$ cat src/rtl/alu_pkg.sv
// Shared ALU opcode constants, sequencer state encoding and opcode helpers.
package alu_pkg;

  localparam int ALU_OP_W = 4;

  localparam logic [ALU_OP_W-1:0] ALU_ADD  = 4'h0;
  localparam logic [ALU_OP_W-1:0] ALU_SUB  = 4'h1;
  localparam logic [ALU_OP_W-1:0] ALU_AND  = 4'h2;
  localparam logic [ALU_OP_W-1:0] ALU_OR   = 4'h3;
  localparam logic [ALU_OP_W-1:0] ALU_XOR  = 4'h4;
  localparam logic [ALU_OP_W-1:0] ALU_NOR  = 4'h5;
  localparam logic [ALU_OP_W-1:0] ALU_SLT  = 4'h6;
  localparam logic [ALU_OP_W-1:0] ALU_SLTU = 4'h7;
  localparam logic [ALU_OP_W-1:0] ALU_LUI  = 4'h8;
  localparam logic [ALU_OP_W-1:0] ALU_SLL  = 4'h9;
  localparam logic [ALU_OP_W-1:0] ALU_SRL  = 4'hA;
  localparam logic [ALU_OP_W-1:0] ALU_SRA  = 4'hB;

  typedef enum logic [1:0] {
    IDLE = 2'd0,
    EXEC = 2'd1,
    DONE = 2'd2
  } seq_state_t;

  // Shifts are the only opcodes that iterate one bit per cycle.
  function automatic logic is_shift(input logic [ALU_OP_W-1:0] op);
    return (op == ALU_SLL) || (op == ALU_SRL) || (op == ALU_SRA);
  endfunction

endpackage

$ cat src/rtl/alu_op_sequencer.sv
// Control stage in front of the ALU operation decoder: accepts one operation
// per handshake and holds the decoder enabled for as many cycles as the
// operation needs (one for plain ops, shamt cycles for shifts).
module alu_op_sequencer
  import alu_pkg::*;
#(
  parameter int OP_W    = 4,
  parameter int SHAMT_W = 5
) (
  input  logic               clk,
  input  logic               rst,
  input  logic               op_valid,
  input  logic [OP_W-1:0]    op_code,
  input  logic [SHAMT_W-1:0] op_shamt,
  output logic               op_ready,
  input  logic               flush,
  output logic               dec_en,
  output logic [OP_W-1:0]    dec_sel,
  output logic               busy,
  output logic               done,
  output logic [SHAMT_W-1:0] iter_left
);

  seq_state_t         state_q, state_d;
  logic [SHAMT_W-1:0] cnt_q, cnt_d;
  logic [OP_W-1:0]    sel_q, sel_d;
  logic               accept;
  logic               op_is_shift;

  // Ready is blocked during EXEC, and also while reset or flush are asserted
  // so a same-cycle handshake is never taken.
  assign op_ready    = (state_q != EXEC) && !rst && !flush;
  assign accept      = op_valid && op_ready;
  assign op_is_shift = is_shift(ALU_OP_W'(op_code));

  // Next-state, counter and select decode; a zero-amount shift completes
  // straight away without touching the decoder select.
  always_comb begin
    state_d = state_q;
    cnt_d   = cnt_q;
    sel_d   = sel_q;
    if (flush) begin
      state_d = IDLE;
      cnt_d   = '0;
    end else begin
      case (state_q)
        IDLE, DONE: begin
          if (accept) begin
            if (op_is_shift && (op_shamt == '0)) begin
              state_d = DONE;
              cnt_d   = '0;
            end else begin
              state_d = EXEC;
              sel_d   = op_code;
              cnt_d   = op_is_shift ? op_shamt : SHAMT_W'(1);
            end
          end else if (state_q == DONE) begin
            state_d = IDLE;
          end
        end
        EXEC: begin
          cnt_d = cnt_q - SHAMT_W'(1);
          if (cnt_q == SHAMT_W'(1)) begin
            state_d = DONE;
          end
        end
        default: begin
          state_d = IDLE;
          cnt_d   = '0;
        end
      endcase
    end
  end

  // State, iteration counter and latched select registers.
  always_ff @(posedge clk) begin
    if (rst) begin
      state_q <= IDLE;
      cnt_q   <= '0;
      sel_q   <= '0;
    end else begin
      state_q <= state_d;
      cnt_q   <= cnt_d;
      sel_q   <= sel_d;
    end
  end

  assign dec_en    = (state_q == EXEC);
  assign busy      = (state_q == EXEC);
  assign done      = (state_q == DONE);
  assign dec_sel   = sel_q;
  assign iter_left = cnt_q;

endmodule

$ cat config.mk
export PLATFORM = sky130hd
export DESIGN_NAME = alu_op_sequencer
export DESIGN_NICKNAME = d
export VERILOG_FILES = /design/src/rtl/alu_pkg.sv /design/src/rtl/alu_op_sequencer.sv
export SDC_FILE = /design/constraint.sdc
export NUM_CORES = 1
export LEC_CHECK = 0
export BUFFER_PORTS_ARGS = -buffer_cell sky130_fd_sc_hd__buf_4
export CORE_AREA = 3 3 40 42
export CTS_BUF_LIST = sky130_fd_sc_hd__clkbuf_2 sky130_fd_sc_hd__clkbuf_4 sky130_fd_sc_hd__clkbuf_8
export DETAILED_ROUTE_END_ITERATION = 7
export DIE_AREA = 0 0 43 45
export GPL_TIMING_DRIVEN = 0
export MAX_ROUTING_LAYER = met4
export PLACE_DENSITY = 0.77
export SLEW_MARGIN = 15
export SYNTH_ARGS = -nofsm -noshare
export SYNTH_HDL_FRONTEND = slang
export SYNTH_SLANG_ARGS = --single-unit
$ cat constraint.sdc
create_clock -name clk -period 1.7 [get_ports clk]
set_clock_uncertainty 0.15 [all_clocks]
set_input_delay 0.085 -clock clk [delete_from_list [all_inputs] [get_ports clk]]
set_output_delay 0.085 -clock clk [all_outputs]
set_load 0.03 [all_outputs]
## Word-level counts from Yosys, hierarchy flattened

Index checks and enable logic that the tools add are counted.

- Latch bits: 0
- Register bits after elaboration: 11
- Output and inout bits: 13
- Bits of input ports: 13
- Memory bits (read-only): 0
- Memories: 0
- Bits in writable memories: 0

- $add $sub $neg: 1
- Shifts and indexed selects: 0
- Muxes and demuxes: 9
- Reduce and logical (&&, ||, !) cells: 14
- Multiply operators: 0
- Order comparisons: 0
- Div/mod/pow operators: 0
- Equal/unequal tests: 10
- Bitwise logic cells: 2

Operators by type and width:

| cell | count |
|---|---|
| two-way mux 5 bit | 3 |
| == test 4 bit (second input constant) | 3 |
| case mux 5 bit (2 select lines) | 1 |
| two-way mux 2 bit | 4 |
| == test 5 x 1 -> 1 bit (second input constant) | 1 |
| zero test 5 bit | 1 |
| subtractor 5 x 1 -> 5 bit (second input constant) | 1 |
| logical AND 1 bit | 4 |
| inequality test 2 x 1 -> 1 bit (second input constant) | 2 |
| case mux 2 bit (2 select lines) | 1 |
| AND reduction 4 bit | 1 |
| OR reduction 2 bit | 2 |
| inequality test 3 bit (second input constant) | 1 |
| == test 2 x 1 -> 1 bit (second input constant) | 1 |
| == test 2 bit (second input constant) | 1 |
| zero test 1 bit | 2 |
| zero test 2 bit | 1 |
| logical OR 1 bit | 2 |
| inequality test 2 bit (second input constant) | 1 |
| NOT 1 bit | 2 |
| AND reduction 2 bit | 1 |

## Depth between registers and ports, before layout

- Depth in word-level cells: 7
- Depth in mapped cells: 6

## Worst setup path after synthesis

OpenSTA, ideal clock, no wires.

- Kind: flip-flop to output port
- Start: register state_q[0]
- End: output port op_ready
- Arrival time: 1549 ps
- Stages on the path, launching flop included: 5
- Data required time: 1465 ps
- Setup slack: -84 ps
- Cells stage by stage: dfxtp_1 -> clkbuf_1 -> nand2b_1 -> inv_1 -> nor3_1

- Cells in the longest elaborated chain, start to end: 3

Ends and longest elaborated chain:

| item | line | source |
|---|---|---|
| start, declared | alu_op_sequencer.sv:24 | `seq_state_t state_q, state_d;` |
| start signal, assigned | alu_op_sequencer.sv:82 | `state_q <= state_d;` |
| inequality test 2 x 1 -> 1 bit | alu_op_sequencer.sv:32 | `assign op_ready = (state_q != EXEC) && !rst && !flush;` |
| logical AND 1 bit (2 in series) | alu_op_sequencer.sv:32 |  |
| end, declared | alu_op_sequencer.sv:15 | `output logic op_ready,` |

No other way between the ends.

## Final worst setup path

- Start: register state_q[0]
- End: output port dec_en

- Cells in the longest elaborated chain, start to end: 1

Ends and longest elaborated chain:

| item | line | source |
|---|---|---|
| == test 2 x 1 -> 1 bit | alu_op_sequencer.sv:88 | `assign dec_en = (state_q == EXEC);` |
| end, declared | alu_op_sequencer.sv:17 | `output logic dec_en,` |

No other way between the ends.

==> metrics.md <==
| Metric | Value |
|---|---|
| Total nets after synthesis | 81 |
| Placed Cells incl. Taps | between 100 and 150 |
| Critical R2R Launch | iter_left[0] |
| Post-synth EDFFs | 0 |
| Worst stage delay on the critical path | 460 ps |
| Fraction of final layout cells with drive strength greater than 1 | 0.400 |
| H-Tree Depth | 1 |
| CP dominant cell by count | sky130_fd_sc_hd__buf_4 |
| Routed via count divided by cell count | 5.90 |
| Leak Pwr | around 0.43 nW |
| Flip-flop cell with the highest count after synthesis | sky130_fd_sc_hd__dfxtp_1 |
| Total via count after detailed routing | 708 |
| Slew of the pin with the lowest slew margin | roughly 490 ps |
| Critical Path Sink Type | output pin |
| Min-Delay Path Depth | 3 |
| Post-route total power | a little under 0.7 mW |
| Final cell count without fillers | 120 |
| Type of the setup path with the least slack | register to output pin |
| Number of clock sinks seen by CTS | 11 |
| Kind of path behind the tightest hold check | primary input to register |
| Utilization after layout | 0.764 |
| Count of final max-slew check failures | 0 |
| Largest net degree at the start of global routing | 10 |
| Number of optimization iterations in the first detailed-route pass | 4 |
| HP Start | op_shamt[2] |
| Pre-CTS worst setup slack | -105 ps |
| Worst-path maximum fanout | 9 |
| Total length of routed met3 wires | approximately 160 um |
| Result of the run | completed |
| Signal arrival time at the worst endpoint | around 1400 ps |
| Total Negative Setup Slacks | 0 ps |
| Wire length on met2 | 966 um |
| Post-Synthesis Cell Area | 608 sq um |
| Worst reg-to-reg path cell count | 6 |
| Number of remaining DRC errors | 0 |
| Pwr dens | 689 nW/um^2 |
| Max rail drop VDD | 0.463 mV |
| Antenna violations before repair | 0 |
| Register-to-register setup slack | 90 ps |
| Postcts setup bufs | 0 |
| Clock-pin slew of the registers on the worst-case setup and hold paths | about 80 ps |
| Routability congestion estimate from global placement | approximately 0.8 |
| Critical path, cell by cell | nand2b_1 -> inv_2 -> buf_4 -> buf_4 |
| Count of nets after finishing | 121 |
| Violation count after the first detailed-route iteration | 30 |
| DRT met1 WL | 787 um |
| GRT Resource Usage Total | 0.215 |
| Fraction of registers with async set or reset after synthesis | 0 |
| Worst endpoint required time | roughly 1500 ps |
| RR Endpoint | iter_left[4] |
| Width of the chip | between 40 and 50 um |
| Wire length reported by the detailed router | 1940 um |
| Clock Latency Late Sink | 280 ps |
| Vertical die dimension | 45 um |
| Total overflow reported by the global router | 0 |
| Tcrit/Tclk final | 0.958 |
| CORE AREA | approximately 1300 sq um |
| RSZ-0062 raised after global routing | false |
| Headroom to the max-slew limit | 0.674 |
| Clock buffers created by TritonCTS | 3 |
| PnR worst setup slack | just over 70 ps |
| DP Wirelength | approximately 1200 um |
| Full die area | ~1900 sq um |
| CTS Root Cell | sky130_fd_sc_hd__clkbuf_4 |
| Count of input and output buffers | 24 |
| Synth-to-Final Area Change | 61.5% |
| Number of flip-flops and latches in the synthesized netlist | 11 |
| Routed wire per std cell | about 16 um |
| I/O pin total | 26 |
| Number of standard cells after synthesis | 66 |
| Inserted Diodes | 0 |
| Setup-violating endpoint count in the final report | 0 |
| Clock period minus worst slack | approximately 1600 ps |
| Topmost layer with routed signal wires | met4 |
| Average cell area after synthesis | about 9.2 sq um |
| Num rows | 13 |
| Sequential element share of the synthesized area | 0.362 |
| Post-synthesis cell type count | 29 |
| Count of synthesis-stage warnings from yosys | 0 |
| Critical-path top delay cell | sky130_fd_sc_hd__dfxtp_2 |
| Kind of launch point of the worst setup path | register |
| CTS max path bufs | 2 |
| Starting Density | 0.473 |
| Clock tree from TritonCTS | done |
| First-pass GRT wire length | roughly 3100 um |
| Hold Fails Final Rpt | 0 |
| Number of global-route vias before repair | 682 |
| Worst Hold Endpoint | iter_left[2] |
| Max-cap violation count | 0 |
| Maximum achievable frequency | 614 MHz |
| Remaining number of nets flagged by the antenna check after routing | 0 |
synth_stat cells (2+ instances only):
master                     instances  area, sq um
sky130_fd_sc_hd__a211oi_1          2         15.0
sky130_fd_sc_hd__a21oi_1           2         10.0
sky130_fd_sc_hd__o21ai_0           2         10.0
sky130_fd_sc_hd__nor2_1           10         37.5
sky130_fd_sc_hd__inv_1             4         15.0
sky130_fd_sc_hd__a221oi_1          2         17.5
sky130_fd_sc_hd__mux2i_1           3         30.0
sky130_fd_sc_hd__nor3b_1           2         15.0
sky130_fd_sc_hd__o31ai_1           2         15.0
sky130_fd_sc_hd__nor3_1            4         20.0
sky130_fd_sc_hd__xor2_1            2         17.5
sky130_fd_sc_hd__dfxtp_1          11          220
sky130_fd_sc_hd__ha_1              2         25.0
sky130_fd_sc_hd__o41ai_1           2         17.5
sky130_fd_sc_hd__nand2b_1          2         12.5
worst max path at each step:
stage	from	endpoint	slack, ps	cells past startpoint
6_report	state_q[0]	dec_en	70	4
5_1_grt	op_valid	dec_sel[3]	1	6
4_1_cts	iter_left[1]	iter_left[4]	30	6
3_5_place_dp	state_q[0]	iter_left[2]	-110	5
3_3_place_gp	state_q[0]	iter_left[2]	-80	5
2_1_floorplan	state_q[0]	iter_left[2]	50	5
logic make-up after synthesis:
family,share of synthesized area
AOI/OAI and AO/OA,0.253
muxes,0.0494
and+or+nand+nor,0.214
xor gates and xnor gates,0.0288
buffers and inverters,0.0514
DFF,0.362
adders and majority gates,0.0411
what timing repair did:
action                                  4_1_cts  5_1_grt
endpoints found under the hold margin        10        0
hold buffers                                 12        0
endpoints found under the setup margin        6        3
gates resized for setup                       1        5
stage by stage:
stage / instance area [sq um] / hold WS [ps]
floorplan: 616 / 10.6
global placement: 815 / 174
detailed placement: 815 / 173
CTS: 962 / 48.8
global route: 982 / 63.2
finish: 982 / 55.4
per-layer routing:
layer  vias to the layer above  global-route usage
li1                        329                   -
met1                       335               0.275
met2                        39               0.323
met3                         5              0.0598
met4                         0              0.0843
met5                         -                   -
worst max-delay path, delay by kind of cell (launching register included):
family	cells	cell delay [ps]
buffers and inverters	3	450
and+or+nand+nor	1	210
DFF	1	460
area by class of cell:
cell class / instances / area, sq um
plain buffers: 2 / 12.5
clock buffers: 4 / 30.0
fillers: 90 / 303
inverters: 4 / 15.0
multi-input cells: 48 / 382
flip-flops and latches: 11 / 224
well taps: 15 / 18.8
repair buffers: 36 / 300
where the power goes:
part	internal [mW]	switching (mW)	total, mW
clock network	0.107	0.0959	0.203
registers	0.270	0.0161	0.286
logic	0.0900	0.0979	0.188
total	0.467	0.210	0.677
layout by cell type (no fill, tap or decap), types with 2 or more instances in the layout:
master                           n
sky130_fd_sc_hd__dfxtp_1         8
sky130_fd_sc_hd__a221oi_1        2
sky130_fd_sc_hd__mux2i_1         3
sky130_fd_sc_hd__dlygate4sd3_1  12
sky130_fd_sc_hd__nor2_1         10
sky130_fd_sc_hd__a211oi_1        2
sky130_fd_sc_hd__inv_1           3
sky130_fd_sc_hd__nand2b_1        2
sky130_fd_sc_hd__nor3_1          2
sky130_fd_sc_hd__o31ai_1         2
sky130_fd_sc_hd__clkbuf_4        4
sky130_fd_sc_hd__o21ai_0         2
sky130_fd_sc_hd__nor3_2          2
sky130_fd_sc_hd__o41ai_1         2
sky130_fd_sc_hd__xor2_1          2
sky130_fd_sc_hd__buf_4          25
sky130_fd_sc_hd__dfxtp_2         3
sky130_fd_sc_hd__ha_1            2
state kept, by name (all words and copies together), names as in the netlist:
name,count
state_q,2
dec_sel,4
iter_left,5
No activity file was read; power rests on OpenSTA's default activity.
